$ cat src/rtl/block_read_sequencer_if.sv
// -----------------------------------------------------------------------------
// block_read_sequencer_if
// Bus bundle for the DCT block read sequencer.
//   Memory read side : rd_en, rd_addr (sequencer -> memory), rd_data (memory ->
//                      sequencer, valid one cycle after rd_en).
//   Sample stream    : out_data, out_valid, out_last (sequencer -> consumer),
//                      out_ready (consumer -> sequencer).
// Modports:
//   master - the sequencer.
//   slave  - the memory/consumer environment.
// -----------------------------------------------------------------------------
interface block_read_sequencer_if #(
  parameter int K      = 6,
  parameter int DATA_W = 16
) ();
  logic              rd_en;
  logic [K-1:0]      rd_addr;
  logic [DATA_W-1:0] rd_data;
  logic [DATA_W-1:0] out_data;
  logic              out_valid;
  logic              out_ready;
  logic              out_last;

  modport master (
    output rd_en, rd_addr, out_data, out_valid, out_last,
    input  rd_data, out_ready
  );

  modport slave (
    input  rd_en, rd_addr, out_data, out_valid, out_last,
    output rd_data, out_ready
  );
endinterface

$ cat src/rtl/block_read_sequencer.sv
// -----------------------------------------------------------------------------
// block_read_sequencer
// Drains a 2^K-entry DCT block buffer once per start pulse. With TRANSPOSE=1
// the block is read column-major (address halves swapped), which is the order
// the second 1-D DCT pass consumes; TRANSPOSE=0 reads in raster order.
// Read data returns one cycle after rd_en and lands in a 2-entry output
// buffer that drives a valid/ready stream.
//
// Ports:
//   clk    in   rising-edge clock
//   reset  in   synchronous active-high reset, clears all state
//   start  in   block start pulse, honoured only when idle
//   busy   out  high from start acceptance until the block is done
//   done   out  one-cycle pulse after the final sample handshake
//   bus    master modport: rd_en/rd_addr/rd_data memory port,
//          out_data/out_valid/out_ready/out_last sample stream
// -----------------------------------------------------------------------------
module block_read_sequencer #(
  parameter int K         = 6,
  parameter int DATA_W    = 16,
  parameter int TRANSPOSE = 1
) (
  input  logic                   clk,
  input  logic                   reset,
  input  logic                   start,
  output logic                   busy,
  output logic                   done,
  block_read_sequencer_if.master bus
);

  localparam int HALF = K / 2;

  typedef enum logic [1:0] {
    S_IDLE,
    S_RUN,
    S_DRAIN,
    S_DONE
  } state_t;

  state_t r_state;
  state_t w_state_nxt;

  logic [K-1:0]               r_idx;
  logic                       r_vld_p1;
  logic                       r_last_p1;
  logic [1:0][DATA_W-1:0]     r_buf_data;
  logic [1:0]                 r_buf_last;
  logic                       r_wptr;
  logic                       r_rptr;
  logic [1:0]                 r_count;

  logic                       w_valid;
  logic                       w_pop;
  logic                       w_last_idx;
  logic [2:0]                 w_occ;
  logic                       w_credit_ok;
  logic                       w_rd_en;

  // Column-major order is the raster index with its row/column halves swapped.
  function automatic logic [K-1:0] map_addr(input logic [K-1:0] idx);
    logic [K-1:0] addr;
    if (TRANSPOSE != 0) addr = {idx[HALF-1:0], idx[K-1:HALF]};
    else                addr = idx;
    return addr;
  endfunction

  assign w_valid    = (r_count != 2'd0);
  assign w_pop      = w_valid & bus.out_ready;
  assign w_last_idx = (r_idx == {K{1'b1}});

  // Slots committed = stored entries + the read returning next cycle, minus the
  // entry leaving this cycle. Keeping this below 2 before issuing guarantees
  // the 2-entry buffer can always absorb the returning word.
  assign w_occ       = {1'b0, r_count} + {2'b00, r_vld_p1} - {2'b00, w_pop};
  assign w_credit_ok = (w_occ < 3'd2);
  assign w_rd_en     = (r_state == S_RUN) && w_credit_ok;

  assign bus.rd_en     = w_rd_en;
  assign bus.rd_addr   = map_addr(r_idx);
  assign bus.out_valid = w_valid;
  assign bus.out_data  = r_buf_data[r_rptr];
  assign bus.out_last  = w_valid & r_buf_last[r_rptr];

  assign busy = (r_state == S_RUN) || (r_state == S_DRAIN);
  assign done = (r_state == S_DONE);

  always_comb begin
    w_state_nxt = r_state;
    unique case (r_state)
      S_IDLE:  if (start) w_state_nxt = S_RUN;
      S_RUN:   if (w_rd_en && w_last_idx) w_state_nxt = S_DRAIN;
      S_DRAIN: if (w_pop && bus.out_last) w_state_nxt = S_DONE;
      S_DONE:  w_state_nxt = S_IDLE;
      default: w_state_nxt = S_IDLE;
    endcase
  end

  always_ff @(posedge clk) begin
    if (reset) begin
      r_state <= S_IDLE;
    end else begin
      r_state <= w_state_nxt;
    end
  end

  // Stage p0: read issue. The counter wraps to 0 on the final issue so the
  // next block always begins at index 0.
  always_ff @(posedge clk) begin
    if (reset) begin
      r_idx     <= '0;
      r_vld_p1  <= 1'b0;
      r_last_p1 <= 1'b0;
    end else begin
      if (w_rd_en) begin
        r_idx <= w_last_idx ? '0 : r_idx + 1'b1;
      end
      r_vld_p1  <= w_rd_en;
      r_last_p1 <= w_rd_en & w_last_idx;
    end
  end

  // Stage p1: returning read data enters the output buffer with its last tag.
  always_ff @(posedge clk) begin
    if (reset) begin
      r_buf_data <= '0;
      r_buf_last <= '0;
      r_wptr     <= 1'b0;
      r_rptr     <= 1'b0;
      r_count    <= 2'd0;
    end else begin
      if (r_vld_p1) begin
        r_buf_data[r_wptr] <= bus.rd_data;
        r_buf_last[r_wptr] <= r_last_p1;
        r_wptr             <= ~r_wptr;
      end
      if (w_pop) begin
        r_rptr <= ~r_rptr;
      end
      r_count <= r_count + {1'b0, r_vld_p1} - {1'b0, w_pop};
    end
  end

endmodule

$ cat src/flat_wrapper.sv
// flat-port wrapper written by rule: the top's interface ports become plain ports
module block_read_sequencer_flat 
#(
  parameter int K         = 6,
  parameter int DATA_W    = 16,
  parameter int TRANSPOSE = 1
)
  (clk, reset, start, busy, done, bus_rd_en, bus_rd_addr, bus_out_data, bus_out_valid, bus_out_last, bus_rd_data, bus_out_ready);
  block_read_sequencer_if #(.K(K), .DATA_W(DATA_W)) bus_i ();
  input  logic clk;
  input  logic reset;
  input  logic start;
  output logic busy;
  output logic done;
  output wire logic [$bits(bus_i.rd_en)-1:0] bus_rd_en;
  output wire logic [$bits(bus_i.rd_addr)-1:0] bus_rd_addr;
  output wire logic [$bits(bus_i.out_data)-1:0] bus_out_data;
  output wire logic [$bits(bus_i.out_valid)-1:0] bus_out_valid;
  output wire logic [$bits(bus_i.out_last)-1:0] bus_out_last;
  input wire logic [$bits(bus_i.rd_data)-1:0] bus_rd_data;
  input wire logic [$bits(bus_i.out_ready)-1:0] bus_out_ready;
  assign bus_rd_en = bus_i.rd_en;
  assign bus_rd_addr = bus_i.rd_addr;
  assign bus_out_data = bus_i.out_data;
  assign bus_out_valid = bus_i.out_valid;
  assign bus_out_last = bus_i.out_last;
  assign bus_i.rd_data = bus_rd_data;
  assign bus_i.out_ready = bus_out_ready;
  block_read_sequencer #(.K(K), .DATA_W(DATA_W), .TRANSPOSE(TRANSPOSE)) u_core (.clk(clk), .reset(reset), .start(start), .busy(busy), .done(done), .bus(bus_i));
endmodule
$ cat config.mk
export PLATFORM = sky130hd
export DESIGN_NAME = block_read_sequencer_flat
export DESIGN_NICKNAME = d
export VERILOG_FILES = /design/src/rtl/block_read_sequencer_if.sv /design/src/rtl/block_read_sequencer.sv /design/src/flat_wrapper.sv
export SDC_FILE = /design/constraint.sdc
export NUM_CORES = 1
export LEC_CHECK = 0
export CAP_MARGIN = 20
export CORE_ASPECT_RATIO = 1.5
export CORE_MARGIN = 2
export CORE_UTILIZATION = 30
export CTS_CLUSTER_DIAMETER = 50
export DETAILED_ROUTE_END_ITERATION = 6
export DONT_BUFFER_PORTS = 1
export PLACE_DENSITY_LB_ADDON = 0.25
export SETUP_SLACK_MARGIN = 0.3
export SLEW_MARGIN = 0
export SYNTH_ARGS = -nofsm -noshare
export SYNTH_HDL_FRONTEND = slang
export SYNTH_SLANG_ARGS = --single-unit
$ cat constraint.sdc
create_clock -name clk -period 2.9 [get_ports clk]
set_input_delay 0.725 -clock clk [delete_from_list [all_inputs] [get_ports clk]]
set_output_delay 0.725 -clock clk [all_outputs]
set_load 0.05 [all_outputs]
==> results of run 1 <==
[stage by stage]
| step | area (um2) | std cells | setup slack [ns] |
|---|---|---|---|
| after global placement | 2290 | 325 | -0.0460 |
| final | 2410 | 335 | -0.0304 |
| after global routing | 2410 | 335 | -0.0991 |
| after detailed placement | 2290 | 325 | -0.0655 |
| after CTS | 2400 | 334 | -0.0753 |
| after floorplan | 2140 | 247 | -0.0133 |
[cells by family after synthesis]
family                     Yosys count  synth area share (%)
muxes                               18                  9.65
adders and majority gates            8                  5.19
and+or+nand+nor                    102                  20.6
AOI/OAI and AO/OA                   41                  10.8
xor gates and xnor gates             8                  3.38
buffers and inverters               22                  4.10
DFF                                 48                  46.3
[layout make-up]
class	instances	area, um2
Tap cell	78	97.6
Timing Repair Buffer	16	124
Fill cell	730	4350
Sequential cell	48	966
Multi-Input combinational cell	177	1100
Clock buffer	7	96.3
Inverter	9	33.8
[layout by cell type, fill, tap and decap left out, types with 2 or more instances in the layout]
cell type	n
sky130_fd_sc_hd__nor2b_1	2
sky130_fd_sc_hd__buf_4	15
sky130_fd_sc_hd__nor2_1	7
sky130_fd_sc_hd__clkbuf_8	7
sky130_fd_sc_hd__nand3_1	3
sky130_fd_sc_hd__ha_4	2
sky130_fd_sc_hd__nor3_1	6
sky130_fd_sc_hd__dfxtp_1	46
sky130_fd_sc_hd__a21oi_1	36
sky130_fd_sc_hd__ha_1	5
sky130_fd_sc_hd__inv_1	8
sky130_fd_sc_hd__xor2_1	2
sky130_fd_sc_hd__mux2_2	16
sky130_fd_sc_hd__xnor2_1	5
sky130_fd_sc_hd__mux2i_1	2
sky130_fd_sc_hd__nand2_1	74
[report_power, final]
group          total (mW)  switching, mW  internal, mW
logic               0.983          0.610         0.373
registers           0.785         0.0464         0.739
clock network       0.421          0.209         0.213
total                2.19          0.865          1.33
[registers in the layout, indices dropped and copies added (netlist names), 2 cells and up]
signal	cells
u_core.r_idx	6
u_core.r_buf_data	32
u_core.r_state	2
u_core.r_buf_last	2
u_core.r_count	2
[timing repair]
action                                 CTS  global route
setup endpoints to repair                1             3
resized for setup                        3             1
gates cloned                             0             0
buffers inserted                         2             1
pin swaps                                2             2
endpoints found under the hold margin    0             0
[cell usage after synthesis (3+ instances only)]
cell type / instances
sky130_fd_sc_hd__ha_1: 7
sky130_fd_sc_hd__nor2_1: 8
sky130_fd_sc_hd__dfxtp_1: 48
sky130_fd_sc_hd__nand3_1: 3
sky130_fd_sc_hd__mux2_2: 16
sky130_fd_sc_hd__a21oi_1: 36
sky130_fd_sc_hd__inv_1: 9
sky130_fd_sc_hd__xnor2_1: 6
sky130_fd_sc_hd__clkbuf_1: 11
sky130_fd_sc_hd__nand2_1: 74
sky130_fd_sc_hd__nor3_1: 6
[metal layers]
| metal | wire [um] | global-route usage, % | vias to the layer above |
|---|---|---|---|
| met5 | 0 | 0 | - |
| met4 | 90 | 5.66 | 0 |
| met3 | 201 | 2.96 | 6 |
| met2 | 2540 | 24.4 | 32 |
| met1 | 1870 | 13.7 | 724 |
| li1 | - | - | 821 |
[worst max-delay path, stage by stage (launching register included)]
cell                       delay, ns
sky130_fd_sc_hd__dfxtp_2        0.33
sky130_fd_sc_hd__o21a_4         0.22
sky130_fd_sc_hd__ha_4           0.26
sky130_fd_sc_hd__inv_2          0.04
sky130_fd_sc_hd__ha_4           0.14
sky130_fd_sc_hd__fa_2           0.42
sky130_fd_sc_hd__nand2b_4       0.17
sky130_fd_sc_hd__nor2_4         0.33
[worst paths after layout]
check                                              to  depth (start not counted)  slack (ns)
worst max-delay path                        bus_rd_en                          7       -0.03
worst max register to register      u_core.r_state[1]                         11        0.20
worst min register to register  u_core.r_buf_data[24]                          2        0.45
worst min-delay path            u_core.r_buf_data[24]                          2        0.45
==> flow_results.org, run 1 <==
** Final layout
- P&R area growth vs syn :: 16.3%
- Final core area utilization :: about 36%
- In the final layout, the share of cells above drive strength 1 is a little under 20%.
- 0 antenna diodes ended up in the layout.
- Layout Nets :: 285

** Setup path
- In this run the worst path has a maximum fanout of 4.
- STA classifies the critical path startpoint as a flip-flop.
- The worst register-to-register path begins at u_core.r_count[1].
- The critical path is of the flip-flop to output port type.
- Capturing element type of the critical path :: output port
- Worst Path Arrival :: 2.21 ns
- Required time worst endpoint :: between 2 and 2.5 ns
- Critical path launch point :: u_core.r_count[1]

** Drt
- Number of nets still failing antenna checks after routing :: 0
- Via count :: roughly 1.6k
- After detailed routing, the average wire length per cell comes to 14.0 um.
- In this run, the number of DRC markers left after iteration 0 of detailed routing was 41.
- After detailed routing, the number of vias per cell comes to 4.73.
- The first TritonRoute pass finished after 6 iterations.
- Summed over all layers, the routed wires come to between 4000 and 5000 um.
- In the routed design, unresolved DRC markers number 0.

** STA
- Setup total negative slack on the finished layout was measured at -0.0304 ns.
- At the pin with the least slew margin, the transition time is 0.785 ns.
- Setup violations remaining at the end of the flow were counted as 1.
- Across all hold checks on the routed design, the worst slack comes to 0.448 ns.
- The clock arrives with between 0.003 and 0.004 ns of skew.
- Max Slew Vio Count :: 0
- Once routing completed, OpenROAD measured the worst setup slack at -0.0304 ns.
- The number of hold violations in the final report is 0.
- Counting I/O delays and the setup requirement, the final critical path takes slightly below 3 ns.
- Final period util :: 101%
- Static timing analysis puts the maximum clock frequency at 341 MHz.
- Setup repair after global routing could not meet its margin everywhere.
- Slew margin rel. :: between 40% and 50%

** Job
- # Max-Cap Violations :: 0

** Clock tree
- The clock passes through at most 2 buffers.
- CTS placed an instance of sky130_fd_sc_hd__clkbuf_8 at the clock tree root.
- Clk Latency, worst-skew pair :: slightly below 0.3 ns
- Number of buffers inserted by hold repair at cts :: 0
- TritonCTS built the clock tree.
- Clock transition at the registers of the reported paths :: approximately 0.08 ns
- Inserted Clock Buffers :: 5
- H-Tree Depth :: 2
- The tree built by TritonCTS fans out to 48 sinks.

** Placed design
- Port bufs :: 0
- The congestion estimate from routability-driven global placement came to 0.727.
- The HPWL after detailed placement is ~3300 um.

** Synth
- The biggest area contributor in the post-synthesis netlist is sky130_fd_sc_hd__dfxtp_1.
- Average cell area after synthesis :: ~8.4 um2
- Count of flip-flops with a built-in enable after synthesis :: 0
- In the synthesized netlist the dominant register cell turns out to be sky130_fd_sc_hd__dfxtp_1.
- Number of standard cells after synthesis :: about 250
- The number of nets handed over by synthesis was ~280.
- The cell area that synthesis handed to floorplanning was 0.00207 mm2.
- Proportion of synthesized chip area in sequential cells :: around 46%
- During synthesis, Yosys emitted a total of 0 warnings.
- Largest cells by area after synthesis :: sky130_fd_sc_hd__dfxtp_1 (46%), sky130_fd_sc_hd__nand2_1 (13%), sky130_fd_sc_hd__a21oi_1 (8.7%), sky130_fd_sc_hd__mux2_2 (8.7%), sky130_fd_sc_hd__ha_1 (4.2%)
- After synthesis, the largest area contributor takes up between 40% and 50% of total cell area.
- After synthesis the netlist holds a flip-flop and latch count of 48.
- In the synthesized netlist the async set-or-reset flop fraction comes to 0%.
- Number of distinct standard cells referenced by the synthesized netlist :: 29

** Die
- The die covers roughly 0.0076 mm2.
- For this configuration, the core starts out at a cell density of a little under a third.
- Die span in x :: slightly above 70 um
- For this design the top-level I/O count stands at between 40 and 50.
- Die outline height :: around 110 um
- After floorplanning, the core was divided into 37 placement rows.
- Area of the core :: between 0.006 and 0.007 mm2

** Global route
- Overflow after GRT :: 0
- Across every metal layer, demand over resource in global routing totals a little over an eighth.
- Entering global routing, the biggest net connects 48 pins.
- The number of global-route vias before repair is about 1.6k.
- Wire length of the first global-routing pass :: just under 8000 um
- The initial antenna violation count came to 0.

** Power and ir drop
- After layout, the design draws a total of around 2.2 mW.
- VDD IR max :: between 0.0006 and 0.0007 V
- Power spread over the standard cell area amounts to ~900 mW/mm2.
- Summed over all cells, the static leakage comes to slightly below 0.9 nW.

** Run status
- The flow ran to the end, but the final reports show violations.
- The checks that failed: setup timing.

** Hold path
- The min-delay analysis places its worst path in the category flip-flop to flip-flop.
- The worst hold path begins at u_core.r_buf_data[24].
Power figures use the tool's default switching activity.
==> run 2, diff against run 1 <==
- CTS_CLUSTER_SIZE: default -> 12
- MAX_ROUTING_LAYER: default -> met4
==> run 2 against run 1 <==
  * The flow still finishes with violations (setup timing)
  * Largest power group unchanged
  * Sequential share of layout area unchanged
  * First-iteration DRC count unchanged
  * Cell count unchanged
  * Sequential power about the same
  * Combinational power about the same
  * Highest routed layer unchanged
  * Count of clock-buffer cells in the layout unchanged
  * Flip-flop and latch count unchanged
  * Utilization unchanged
  * Maximum frequency about the same
  * Global-route usage increased by 0.36 points
  * Non-clock buffer count unchanged
==> flow_results.org, run 2 (synthesis gave the netlist of run 1 again) <==
** Placed design
- Port bufs :: 0 (unchanged)
- The global placement routability congestion is 0.735 (was 0.727).
- The HPWL after detailed placement was 3260 um (unchanged).

** Final layout
- The commonest non-fill, non-tap cell in the layout is sky130_fd_sc_hd__nand2_1 (unchanged).
- The number of fill cells in the layout is 730 (unchanged).
- The layout overhead on the synthesized area was 16.3% (unchanged).
- The area of combinational cells with multiple inputs came to 0.00110 mm2 (unchanged).
- Number of flip-flops under the largest register name :: 32 (unchanged)
- Register bank with the most flops :: u_core.r_buf_data (unchanged)
- Biggest registers after layout: u_core.r_buf_data: 32 flops, u_core.r_idx: 6 flops (unchanged).
- Storage element area :: 966 um2 (unchanged)
- The utilization after layout was 35.7% (unchanged).
- Antenna cells :: 0 (unchanged)
- Commonest cells after routing, fill and taps aside: sky130_fd_sc_hd__nand2_1 (74), sky130_fd_sc_hd__dfxtp_1 (46), sky130_fd_sc_hd__a21oi_1 (36) (unchanged).
- Layout Nets :: 285 (unchanged)
- Share of layout cells above drive strength 1 :: 19.5% (unchanged)

** Setup path
- Startpoint Class :: flip-flop (unchanged)
- Required time worst endpoint :: 2.17 ns (about the same)
- Critical path launch point :: u_core.r_count[1] (unchanged)
- The cell type of the slowest stage on the worst timing path was sky130_fd_sc_hd__fa_2 (unchanged).
- Setup CP Type :: flip-flop to output port (unchanged)
- Reg2Reg Setup Slack :: 0.20 ns (about the same)
- Critical Path Max Stage Delay :: 0.42 ns (about the same)
- Beginning of the worst register-to-register path :: u_core.r_count[1] (unchanged)
- The top fanout value on the critical path came to 4 (unchanged).
- The most used cell along the critical path was sky130_fd_sc_hd__ha_4 (unchanged).
- Reg2Reg Depth :: 11 (unchanged)
- Worst Path Arrival :: 2.21 ns (about the same)
- Cell-by-cell listing of the critical path :: o21a_4, ha_4, inv_2, ha_4, fa_2, nand2b_4, nor2_4 (unchanged)
- The capturing element type of the critical path was an output port (unchanged).
- The capture point of the worst path is bus_rd_en (unchanged).
- The endpoint of the worst register-to-register path is u_core.r_state[1] (unchanged).

** Drt
- DRC violation count after routing :: 0 (unchanged)
- The number of DRC violations after detailed-routing iteration 0 is 41 (unchanged).
- Via density per instance :: 4.73 (unchanged)
- The first-pass iteration count of the detailed router was 6 (unchanged).
- The total wire length after detailed routing came to 4700 um (was 4710 um).
- Detail-routed net length per standard cell :: 14.0 um (about the same)
- The overall via count from detail_route is 1,583 (unchanged).
- Number of nets still failing antenna checks after routing :: 0 (unchanged)

** Clock tree
- Clock transition at the registers of the reported paths :: 0.08 ns (about the same)
- The clock latency of the later-clocked register in the worst-skew pair was 0.29 ns (about the same).
- The clock net sink count was 48 (unchanged).
- The number of H-tree branching levels was 2 (unchanged).
- The number of buffers on the longest clock path is 2 (unchanged).
- The CTS tree was yes (unchanged).
- The cell at the root of the clock tree is sky130_fd_sc_hd__clkbuf_8 (unchanged).
- The number of buffers added by the clock tree synthesis step came to 5 (unchanged).
- The count of hold buffers inserted by post-cts repair came to 0 (unchanged).

** Global route
- The met1 track demand over resource was 13.7% (unchanged).
- The global routing met3 resource utilization was 2.96% (unchanged).
- The total congestion overflow is 0 (unchanged).
- Global-route track usage on met2 :: 24.4% (unchanged)
- Global route hottest layer :: met2 (unchanged)
- The initial antenna violation count came to 0 (unchanged).
- Via count of the first global-routing pass :: 1,624 (was 1,630)
- The first-pass GRT wire length was 7690 um (unchanged).
- Tot GR Track Use :: 13.5% (was 13.1%)
- Largest net degree at the start of global routing :: 48 (unchanged)

** STA
- Slew margin rel. :: 48.4% (was 47.7%)
- The number of hold violations in the final report was 0 (unchanged).
- Worst-margin pin slew :: 0.774 ns (was 0.785 ns)
- The setup-violating endpoint count in the final report is 1 (unchanged).
- RSZ-0062 raised after global routing :: true (unchanged)
- The final period demand of the worst path was 2.93 ns (about the same).
- The number of max-slew violations in the final report is 0 (unchanged).
- The smallest setup slack after layout is -0.0319 ns (was -0.0304 ns).
- Max Clk Rate :: 341 MHz (about the same)
- Final worst clock skew :: 0.00176 ns (was 0.00368 ns)
- Setup_tns :: -0.0319 ns (was -0.0304 ns)
- Final period util :: 101% (about the same)

** Die
- Num rows :: 37 (unchanged)
- The area of the core came to 0.00676 mm2 (unchanged).
- Number of top-level pins :: 47 (unchanged)
- Initial Utilization :: 30.7% (unchanged)
- The die footprint is 0.00761 mm2 (unchanged).
- The die boundary height is 106 um (unchanged).
- Die span in x :: 71.9 um (unchanged)

** Power and ir drop
- VDD IR max :: 0.000648 V (about the same)
- The power per standard cell area is 908 mW/mm2 (was 907 mW/mm2).
- Pleak :: 0.885 nW (unchanged)

** Hold path
- The classification of the worst-slack hold path is flip-flop to flip-flop (unchanged).

** Run status
- Result of the run :: finished with violations (unchanged)
- Violated checks :: setup timing (unchanged)

** Job
- # Max-Cap Violations :: 0 (unchanged)
==> run 2: cell counts in the layout (fill, tap and decap cells not counted) <==
Identical to the previous run, type by type.
==> run 2: stage by stage <==
stage | hold WS, ns | total power [mW] | cells | cell area [um2] | worst slack, ns
after floorplan | 0.432 | 1.57 | 247 | 2140 | -0.0133
after global placement | 0.433 | 1.74 | 325 | 2290 | -0.0460
after detailed placement | 0.440 | 1.75 | 325 | 2290 | -0.0655
after CTS | 0.452 | 2.21 | 334 | 2400 | -0.0753
after global routing | 0.466 | 2.33 | 335 | 2410 | -0.0991
final | 0.448 | 2.19 | 335 | 2410 | -0.0319
==> run 2: power breakdown <==
group / internal (mW) / total (mW) / switching (mW)
sequential: 0.739 / 0.786 / 0.0467
combinational: 0.373 / 0.983 / 0.610
clock: 0.213 / 0.422 / 0.209
==> run 2: per-layer routing <==
metal	part of all wire, %	up-vias
met3	4.2	6
met1	40	725
met4	1.9	0
met2	54	30
li1	-	822
met5	0	-
==> run 2: how the worst min path moves through the flow <==
| stage | from | to | cells past startpoint |
|---|---|---|---|
| after global placement | u_core.r_buf_data[31] | u_core.r_buf_data[31] | 2 |
| final | u_core.r_buf_data[24] | u_core.r_buf_data[24] | 2 |
| after detailed placement | u_core.r_buf_data[31] | u_core.r_buf_data[31] | 2 |
| after global routing | reset | u_core.r_buf_data[23] | 1 |
| after floorplan | u_core.r_last_p1 | u_core.r_buf_last[0] | 2 |
| after CTS | u_core.r_buf_data[21] | u_core.r_buf_data[21] | 2 |
==> run 2: critical path, delay by kind of cell, from the launching register on <==
kind | cells | cell delay, ns
adder cells (fa/ha/maj) | 3 | 0.82
flip-flops | 1 | 0.33
AO/OA/AOI/OAI | 1 | 0.22
buffers and inverters | 1 | 0.04
AND/OR/NAND/NOR | 2 | 0.50
==> run 2: area by class of cell <==
class / instances / share of cell area [%]
tap: 78 / 4.04
clock buffer: 7 / 3.99
multi-input combinational: 177 / 45.4
inverter: 9 / 1.40
sequential: 48 / 40.0
timing repair buffer: 16 / 5.13
==> run 2: what timing repair did <==
action / CTS / global route
setup endpoints to repair: 1 / 3
pin swaps: 2 / 2
setup buffers: 2 / 1
resized for setup: 3 / 1
